$ cat config.mk
export PLATFORM = sky130hd
export DESIGN_NAME = vend_controller
export DESIGN_NICKNAME = d
export VERILOG_FILES = /design/src/rtl/vend_controller.sv
export SDC_FILE = /design/constraint.sdc
export NUM_CORES = 1
export LEC_CHECK = 0
export ABC_AREA = 1
export BUFFER_PORTS_ARGS = -buffer_cell sky130_fd_sc_hd__buf_4
export CAP_MARGIN = 10
export CORE_UTILIZATION = 35
export CTS_CLUSTER_SIZE = 10
export DETAILED_ROUTE_END_ITERATION = 16
export GPL_TIMING_DRIVEN = 0
export SETUP_SLACK_MARGIN = 0.4
export SYNTH_ARGS = -nofsm -noshare
export SYNTH_HDL_FRONTEND = slang
export SYNTH_SLANG_ARGS = --single-unit
$ cat constraint.sdc
create_clock -name clk_1Hz -period 2.2 [get_ports clk_1Hz]
set_input_delay 0.44 -clock clk_1Hz [delete_from_list [all_inputs] [get_ports clk_1Hz]]
set_output_delay 0.44 -clock clk_1Hz [all_outputs]
set_load 0.01 [all_outputs]
$ cat src/rtl/vend_controller.sv
// Drink vending controller: half-yuan credit, one-cycle registered outputs, handshake-held dispense/change requests.
// Defining VEND_TIMEOUT_REFUND_EN adds an inactivity counter that refunds credit after TIMEOUT_CYCLES idle cycles.
module vend_controller #(
    parameter int PRICE_HALVES      = 3,
    parameter int MAX_CREDIT_HALVES = 6,
    parameter int TIMEOUT_CYCLES    = 10
) (
    input  logic        clk_1Hz,
    input  logic        reset,
    input  logic        coin1,
    input  logic        coin0_5,
    input  logic        cancel,
    input  logic        disp_ack,
    input  logic        chg_ack,
    output logic        disp_req,
    output logic        chg_req,
    output logic        coin_reject,
    output logic        busy,
    output logic [15:0] credit_bcd
);
    typedef enum logic [1:0] {IDLE, CREDIT, DISPENSE, CHANGE} state_t;

    localparam logic [4:0] PRICE_W = 5'(PRICE_HALVES);
    localparam logic [4:0] MAX_W   = 5'(MAX_CREDIT_HALVES);

    state_t     state_q, state_d;
    logic [3:0] credit_q, credit_d;
    logic       disp_req_q, chg_req_q, coin_reject_q, busy_q;
    logic       coin_ok, reject_d, timeout;
    logic [4:0] coin_val, credit_ext, credit_sum;

    // coin1 wins a simultaneous pair; the 0.5 coin is always bounced in that case
    assign coin_val   = coin1 ? 5'd2 : (coin0_5 ? 5'd1 : 5'd0);
    assign credit_ext = {1'b0, credit_q};
    assign credit_sum = credit_ext + coin_val;
    assign coin_ok    = ((state_q == IDLE) || (state_q == CREDIT)) &&
                        (coin_val != 5'd0) && (credit_sum <= MAX_W);
    assign reject_d   = (coin1 && coin0_5) || ((coin1 || coin0_5) && !coin_ok);

`ifdef VEND_TIMEOUT_REFUND_EN
    localparam int TW = (TIMEOUT_CYCLES > 1) ? $clog2(TIMEOUT_CYCLES + 1) : 1;
    localparam logic [TW-1:0] TMO_LAST = TW'(TIMEOUT_CYCLES - 1);
    logic [TW-1:0] tmo_q, tmo_d;

    assign timeout = (state_q == CREDIT) && !coin_ok && (tmo_q == TMO_LAST);
    assign tmo_d   = ((state_q == CREDIT) && !coin_ok && (state_d == CREDIT))
                     ? tmo_q + TW'(1) : '0;
`else
    assign timeout = 1'b0;
`endif

    always_comb begin
        state_d  = state_q;
        credit_d = credit_q;
        case (state_q)
            IDLE, CREDIT: begin
                if (coin_ok) credit_d = credit_sum[3:0];
                // Enough registered credit always vends first; cancel/timeout lose that race
                if (credit_ext >= PRICE_W)
                    state_d = DISPENSE;
                else if ((state_q == CREDIT) && (cancel || timeout))
                    state_d = CHANGE;
                else
                    state_d = (credit_d == 4'd0) ? IDLE : CREDIT;
            end
            DISPENSE: begin
                if (disp_ack) begin
                    credit_d = credit_q - PRICE_W[3:0];
                    state_d  = (credit_d == 4'd0) ? IDLE : CHANGE;
                end
            end
            CHANGE: begin
                if (credit_q == 4'd0) begin
                    state_d = IDLE;
                end else if (chg_ack) begin
                    credit_d = credit_q - 4'd1;
                    if (credit_d == 4'd0) state_d = IDLE;
                end
            end
            default: state_d = IDLE;
        endcase
    end

    always_ff @(posedge clk_1Hz) begin
        if (reset) begin
            state_q       <= IDLE;
            credit_q      <= 4'd0;
            disp_req_q    <= 1'b0;
            chg_req_q     <= 1'b0;
            coin_reject_q <= 1'b0;
            busy_q        <= 1'b0;
`ifdef VEND_TIMEOUT_REFUND_EN
            tmo_q         <= '0;
`endif
        end else begin
            state_q       <= state_d;
            credit_q      <= credit_d;
            disp_req_q    <= (state_d == DISPENSE);
            chg_req_q     <= (state_d == CHANGE);
            coin_reject_q <= reject_d;
            busy_q        <= (state_d == DISPENSE) || (state_d == CHANGE);
`ifdef VEND_TIMEOUT_REFUND_EN
            tmo_q         <= tmo_d;
`endif
        end
    end

    assign disp_req    = disp_req_q;
    assign chg_req     = chg_req_q;
    assign coin_reject = coin_reject_q;
    assign busy        = busy_q;
    assign credit_bcd  = {8'h00, 1'b0, credit_q[3:1], (credit_q[0] ? 4'h5 : 4'h0)};
endmodule
==> out/metrics.cfg, run 1 <==
[worst_hold_path]
holdPathEnd=state_q[0]
hold_depth=2
hold_class=input port to flip-flop
hold_start=reset

[floorplanning]
die_area_um2=2766
coreArea_um2=2318
fp-row-count=17
initial_core_util_pct=38.64
die_h_um=52.59
top_level_ports=27
die_x_um=52.59

[sta]
max_freq_mhz=513.2
finalSetupViolations=0
rsz0062_at_grt=true
finalHoldViolations=0
finClkSkew_ns=0.006517
slew_violations=0
worst_slack_ns=0.2514
fin_crit_sh_pct=88.57
whs_ns=0.3354
finalCriticalPeriod_ns=1.949

[critical_path]
required_ns=2.36
r2r_setup_slack_ns=0.25
r2r_end=disp_req
critPathMaxFanout=6
crit_top_cell=nand2_1
setup.worst_path.end_class=flip-flop
start_kind=flip-flop
arrival_ns=2.11
crit_chain=ha_4 -> fa_2 -> nand2_2 -> nor2_2 -> nor2_4 -> nand2_4 -> nand2_1 -> nand2_1 -> nor2_1 -> nand2_1 -> nand3_2 -> nand2_2 -> nor2_2
worstSetupPathType=flip-flop to flip-flop
ff2ff_path_depth=13
reg2reg_from=credit_q[0]
startpoint=credit_q[0]
slowest_delay_ns=0.54
crit_path_top_delay_cell=fa_2

[yosys]
yosysSeqAreaShare_pct=20.11
yosysWarningCount=0
syn_area_um2=895.9
ys_ff_latch=9
postSynthCellCount=134
synth_cell_type_count=26
syn_avg_cell_area_um2=6.686

[route]
drt_wl_total_mm=1.966
route.met3.wl_um=124
drt-met1-wl_um=911
dr.pass1.iters=4
via_per_inst=4.469
drcViolationCount=0
dr.first_iter.drc_count=17
wl_met2_um=897
drt-wirelength-per-cell_um=10.03
antenna_left=0
routed.top_layer=met4
num_vias=876

[cells_and_area]
num-fill-cells=236
layout_common_cells=buf_4 (31), nand2_1 (25), inv_1 (15)
finalNonFillerCells=196
antenna_cells=0
final_common_cell=buf_4
layout-drive-gt1-share_pct=36.90
areaGrowthSynthToFinish_pct=34.22
nNetsFinal=183

[place]
post-place-ws_ns=-0.05744
dp.cells=187
place_congestion=0.8583
portBuffers=15
hpwl_mm=1.507

[clock_tree]
cts_buffers=3
cts_root_buf=clkbuf_4
cts.htree.levels=1
cts_hold_buf=0
clkTransAtPathRegs_ns=0.06
clock-sinks=9
worstSkewPairLatency_ns=0.27
tritoncts=yes
cts_max_path_buffers=2

[pwr]
p_per_area_nw_per_um2=1343
ir_worst_vdd_mv=0.6234
p_leak_nw=0.6269

[grt]
grt_pass1_vias=748
grt_pass1_wl_mm=3.215
grt_max_degree=11
antenna_found_initial=0
track_usage_pct=15.87
grt_overflow=0

[status]
status=complete, no violations

[flow_run]
max-cap-violations=0

==> sequential cells by signal, indices dropped and copies added (netlist names) <==
| register | count |
|---|---|
| chg_req | 1 |
| coin_reject | 1 |
| credit_q | 4 |
| disp_req | 1 |
| state_q | 2 |
==> timing repair <==
item	4_1_cts	5_1_grt
gates resized for setup	3	6
pin swaps	4	4
endpoints found under the setup margin	6	9
cloned	0	0
buffers inserted	4	1
endpoints found under the hold margin	0	0
==> cell families after synthesis <==
family                   share of synthesized area, %
adder cells (fa/ha/maj)                         10.61
AO/OA/AOI/OAI                                   12.57
AND/OR/NAND/NOR                                 33.24
other                                          0.4186
XOR/XNOR                                        2.933
buffers and inverters                           20.11
flip-flops                                      20.11
==> per-layer routing <==
| metal | vias to the layer above | global-route usage [%] |
|---|---|---|
| met5 | - | 0 |
| li1 | 473 | - |
| met4 | 0 | 6.579 |
| met3 | 4 | 2.029 |
| met1 | 365 | 21.74 |
| met2 | 34 | 24.68 |
==> worst max-delay path: cells and delay by family, from the launching register on <==
kind / cells / cell delay, ns
flops: 1 / 0.35
fa+ha+maj: 2 / 0.70
simple gates: 11 / 0.79
==> report_power, final <==
part           switching (W)  total, W  internal [W]  leakage, nW
Combinational       0.000668   0.00118      0.000512        0.537
Sequential         0.0000637  0.000305      0.000242       0.0753
Clock              0.0000597  0.000130     0.0000700       0.0150
Total               0.000791   0.00161      0.000824        0.627
==> how the worst max path moves through the flow <==
stage               cells after the start    endpoint
finish                                 13    disp_req
global route                           13    disp_req
CTS                                    12     chg_req
detailed placement                     15  state_q[0]
global placement                       16    disp_req
floorplan                              15    disp_req
==> layout make-up <==
class                   instances  area (µm²)  area share (%)
inverters                      18       80.08           6.660
clock buffers                   4       26.28           2.185
repair buffers                 20       153.9           12.80
multi-input cells             103       609.3           50.68
plain buffers                  14       112.6           9.365
flip-flops and latches          9       185.2           15.40
well taps                      28       35.03           2.914
==> Yosys cell counts, drive strengths merged <==
| cell type | number | share of area [%] |
|---|---|---|
| dfxtp | 9 | 20 |
| a21oi | 8 | 4.5 |
| nor2 | 12 | 6.4 |
| nand3 | 12 | 8.4 |
| a21boi | 1 | 0.84 |
| inv | 18 | 7.5 |
| o21a | 1 | 0.84 |
| ha | 6 | 8.4 |
| o21ai | 9 | 5.0 |
| nand4 | 1 | 0.70 |
| fa | 1 | 2.2 |
| nand2 | 35 | 17 |
| buf | 14 | 13 |
| nand3b | 1 | 0.84 |
| xnor2 | 1 | 0.98 |
| xor2 | 2 | 2.0 |
| conb | 1 | 0.42 |
| a31oi | 2 | 1.4 |
==> metrics by stage <==
stage	utilization, %	area [µm²]	setup TNS [ns]	total power, W
finish	51.86	1202	0	0.001615
global route	51.86	1202	0	0.001772
floorplan	-	969.7	0	0.001091
detailed placement	48.19	1117	-0.1246	0.001364
CTS	51.00	1182	0	0.001560
global placement	48.19	1117	-0.04679	0.001352
Power figures use the tool's default switching activity.
==> run 2: changes to the inputs <==
==> constraint.sdc (replaced) <==
create_clock -name clk_1Hz -period 1.8 [get_ports clk_1Hz]
set_input_delay 0.36 -clock clk_1Hz [delete_from_list [all_inputs] [get_ports clk_1Hz]]
set_output_delay 0.36 -clock clk_1Hz [all_outputs]
set_load 0.01 [all_outputs]
==> out/metrics.cfg, run 2 (synthesis results as in run 1) <==
[status]
status=finished, violations left
failed_checks=negative setup slack

[pwr]
p_leak_nw=0.6648
power_w=0.002202
ir_worst_vdd_mv=0.8036
p_per_area_nw_per_um2=1712

[sta]
finalSetupViolations=7
worst_slack_ns=-0.1539
rsz0062_at_grt=true
finalHoldViolations=0
finalCriticalPeriod_ns=1.954
slew_violations=0
max_freq_mhz=511.8
finClkSkew_ns=0.005290
fin_crit_sh_pct=108.6
setup_tns_ns=-0.6400

[critical_path]
r2r_setup_slack_ns=-0.15
critPathMaxFanout=6
path_delay_family=simple AND/OR/NAND/NOR gates
worstSetupPathType=flip-flop to flip-flop
required_ns=1.96
arrival_ns=2.11
crit_top_cell=nand2_2
setup.worst_path.end_class=flip-flop
reg2reg_from=credit_q[0]
slowest_delay_ns=0.37
crit_buf_inv=1
r2r_end=state_q[0]
crit_chain=ha_4 -> fa_2 -> inv_2 -> nand2_2 -> nand2_2 -> nor2_4 -> nor2_4 -> nand2_4 -> nand2_2 -> nand2_2 -> nor2_2 -> nand2_1 -> nand3_2 -> a21oi_1
start_kind=flip-flop
ff2ff_path_depth=14
crit_path_top_delay_cell=fa_2

[floorplanning]
die_area_um2=2766
top_level_ports=27
die_x_um=52.59
die_h_um=52.59
coreArea_um2=2318
initial_core_util_pct=38.64
fp-row-count=17

[grt]
grt_pass1_wl_mm=3.256
grt_pass1_vias=761
grt_max_degree=11
grt_overflow=0
antenna_found_initial=0
track_usage_pct=16.32

[worst_hold_path]
hold_class=input port to flip-flop
hold_depth=2
hold_start=reset
holdPathEnd=state_q[0]

[route]
drt_wl_total_mm=2.114
drt-wirelength-per-cell_um=10.47
num_vias=949
antenna_left=0
drcViolationCount=0
dr.first_iter.drc_count=24
dr.pass1.iters=4
via_per_inst=4.698

[clock_tree]
cts_root_buf=clkbuf_4
cts_hold_buf=0
cts_buffers=3
cts.htree.levels=1
worstSkewPairLatency_ns=0.27
tritoncts=yes
clock-sinks=9
clkTransAtPathRegs_ns=0.07
cts_max_path_buffers=2

[place]
portBuffers=15
hpwl_mm=1.560
post-place-ws_ns=-0.3581
place_congestion=0.8789
placed_area_um2=1119

[cells_and_area]
largest_reg_flops=4
largest_registers=credit_q: 4 flops, state_q: 2 flops
layout_common_cells=buf_4 (37), nand2_1 (20), inv_1 (14), nand2_2 (14), conb_1 (11)
regMostFlops=credit_q
final_common_cell=buf_4
num-fill-cells=241
antenna_cells=0
nNetsFinal=189
fin_area_um2=1286
areaGrowthSynthToFinish_pct=43.58
fin_util_pct=55.48
layout-drive-gt1-share_pct=44.83

[flow_run]
max-cap-violations=0

run 2: what timing repair did:
action,in CTS,in global routing
cloned,0,0
resized for setup,8,14
setup buffers,5,6
pin swaps,4,3
setup endpoints to repair,9,10
run 2: worst max-delay path by stage:
| stage | startpoint | end | slack (ns) | depth (start not counted) |
|---|---|---|---|---|
| 6_report | credit_q[0] | state_q[0] | -0.15 | 14 |
| 5_1_grt | credit_q[0] | state_q[0] | -0.30 | 14 |
| 4_1_cts | credit_q[0] | state_q[0] | -0.12 | 12 |
| 3_5_place_dp | coin0_5 | disp_req | -0.36 | 16 |
| 3_3_place_gp | coin0_5 | disp_req | -0.33 | 16 |
| 2_1_floorplan | coin0_5 | disp_req | -0.08 | 15 |
run 2: worst register-to-register path, cell delays in order (launching register included):
cell and delay (ns):
dfxtp_4 0.36, ha_4 0.16, fa_2 0.38, inv_2 0.08
nand2_2 0.05, nand2_2 0.10, nor2_4 0.05, nor2_4 0.13
nand2_4 0.11, nand2_2 0.07, nand2_2 0.05, nor2_2 0.09
nand2_1 0.07, nand3_2 0.08, a21oi_1 0.07
run 2: routing by layer:
layer  global-route usage, %  part of all wire (%)  up-vias
li1                        -                     -      483
met1                   23.25                    46      433
met2                   24.05                    48       29
met3                   2.609                   4.4        4
met4                   6.579                   1.2        0
met5                       0                     0        -
run 2: per-stage QoR:
stage               std cells  hold slack [ns]
floorplan                 144           0.4291
global placement          187           0.5251
detailed placement        187           0.5307
CTS                       196           0.2477
global route              202           0.2583
finish                    202           0.2502
run 2: report_power, final:
part           internal [W]  switching [W]  leakage [nW]  total [W]
clock network     0.0000859      0.0000809        0.0150   0.000167
logic              0.000759       0.000891         0.574    0.00165
registers          0.000300      0.0000855        0.0757   0.000385
run 2: final cells by class:
| cell class | count | area, µm² | share of cell area (%) |
|---|---|---|---|
| clock buffers | 4 | 26.28 | 2.043 |
| multi-input cells | 103 | 641.9 | 49.90 |
| inverters | 18 | 80.08 | 6.226 |
| plain buffers | 14 | 112.6 | 8.755 |
| well taps | 28 | 35.03 | 2.724 |
| repair buffers | 26 | 202.7 | 15.76 |
| flip-flops and latches | 9 | 187.7 | 14.59 |
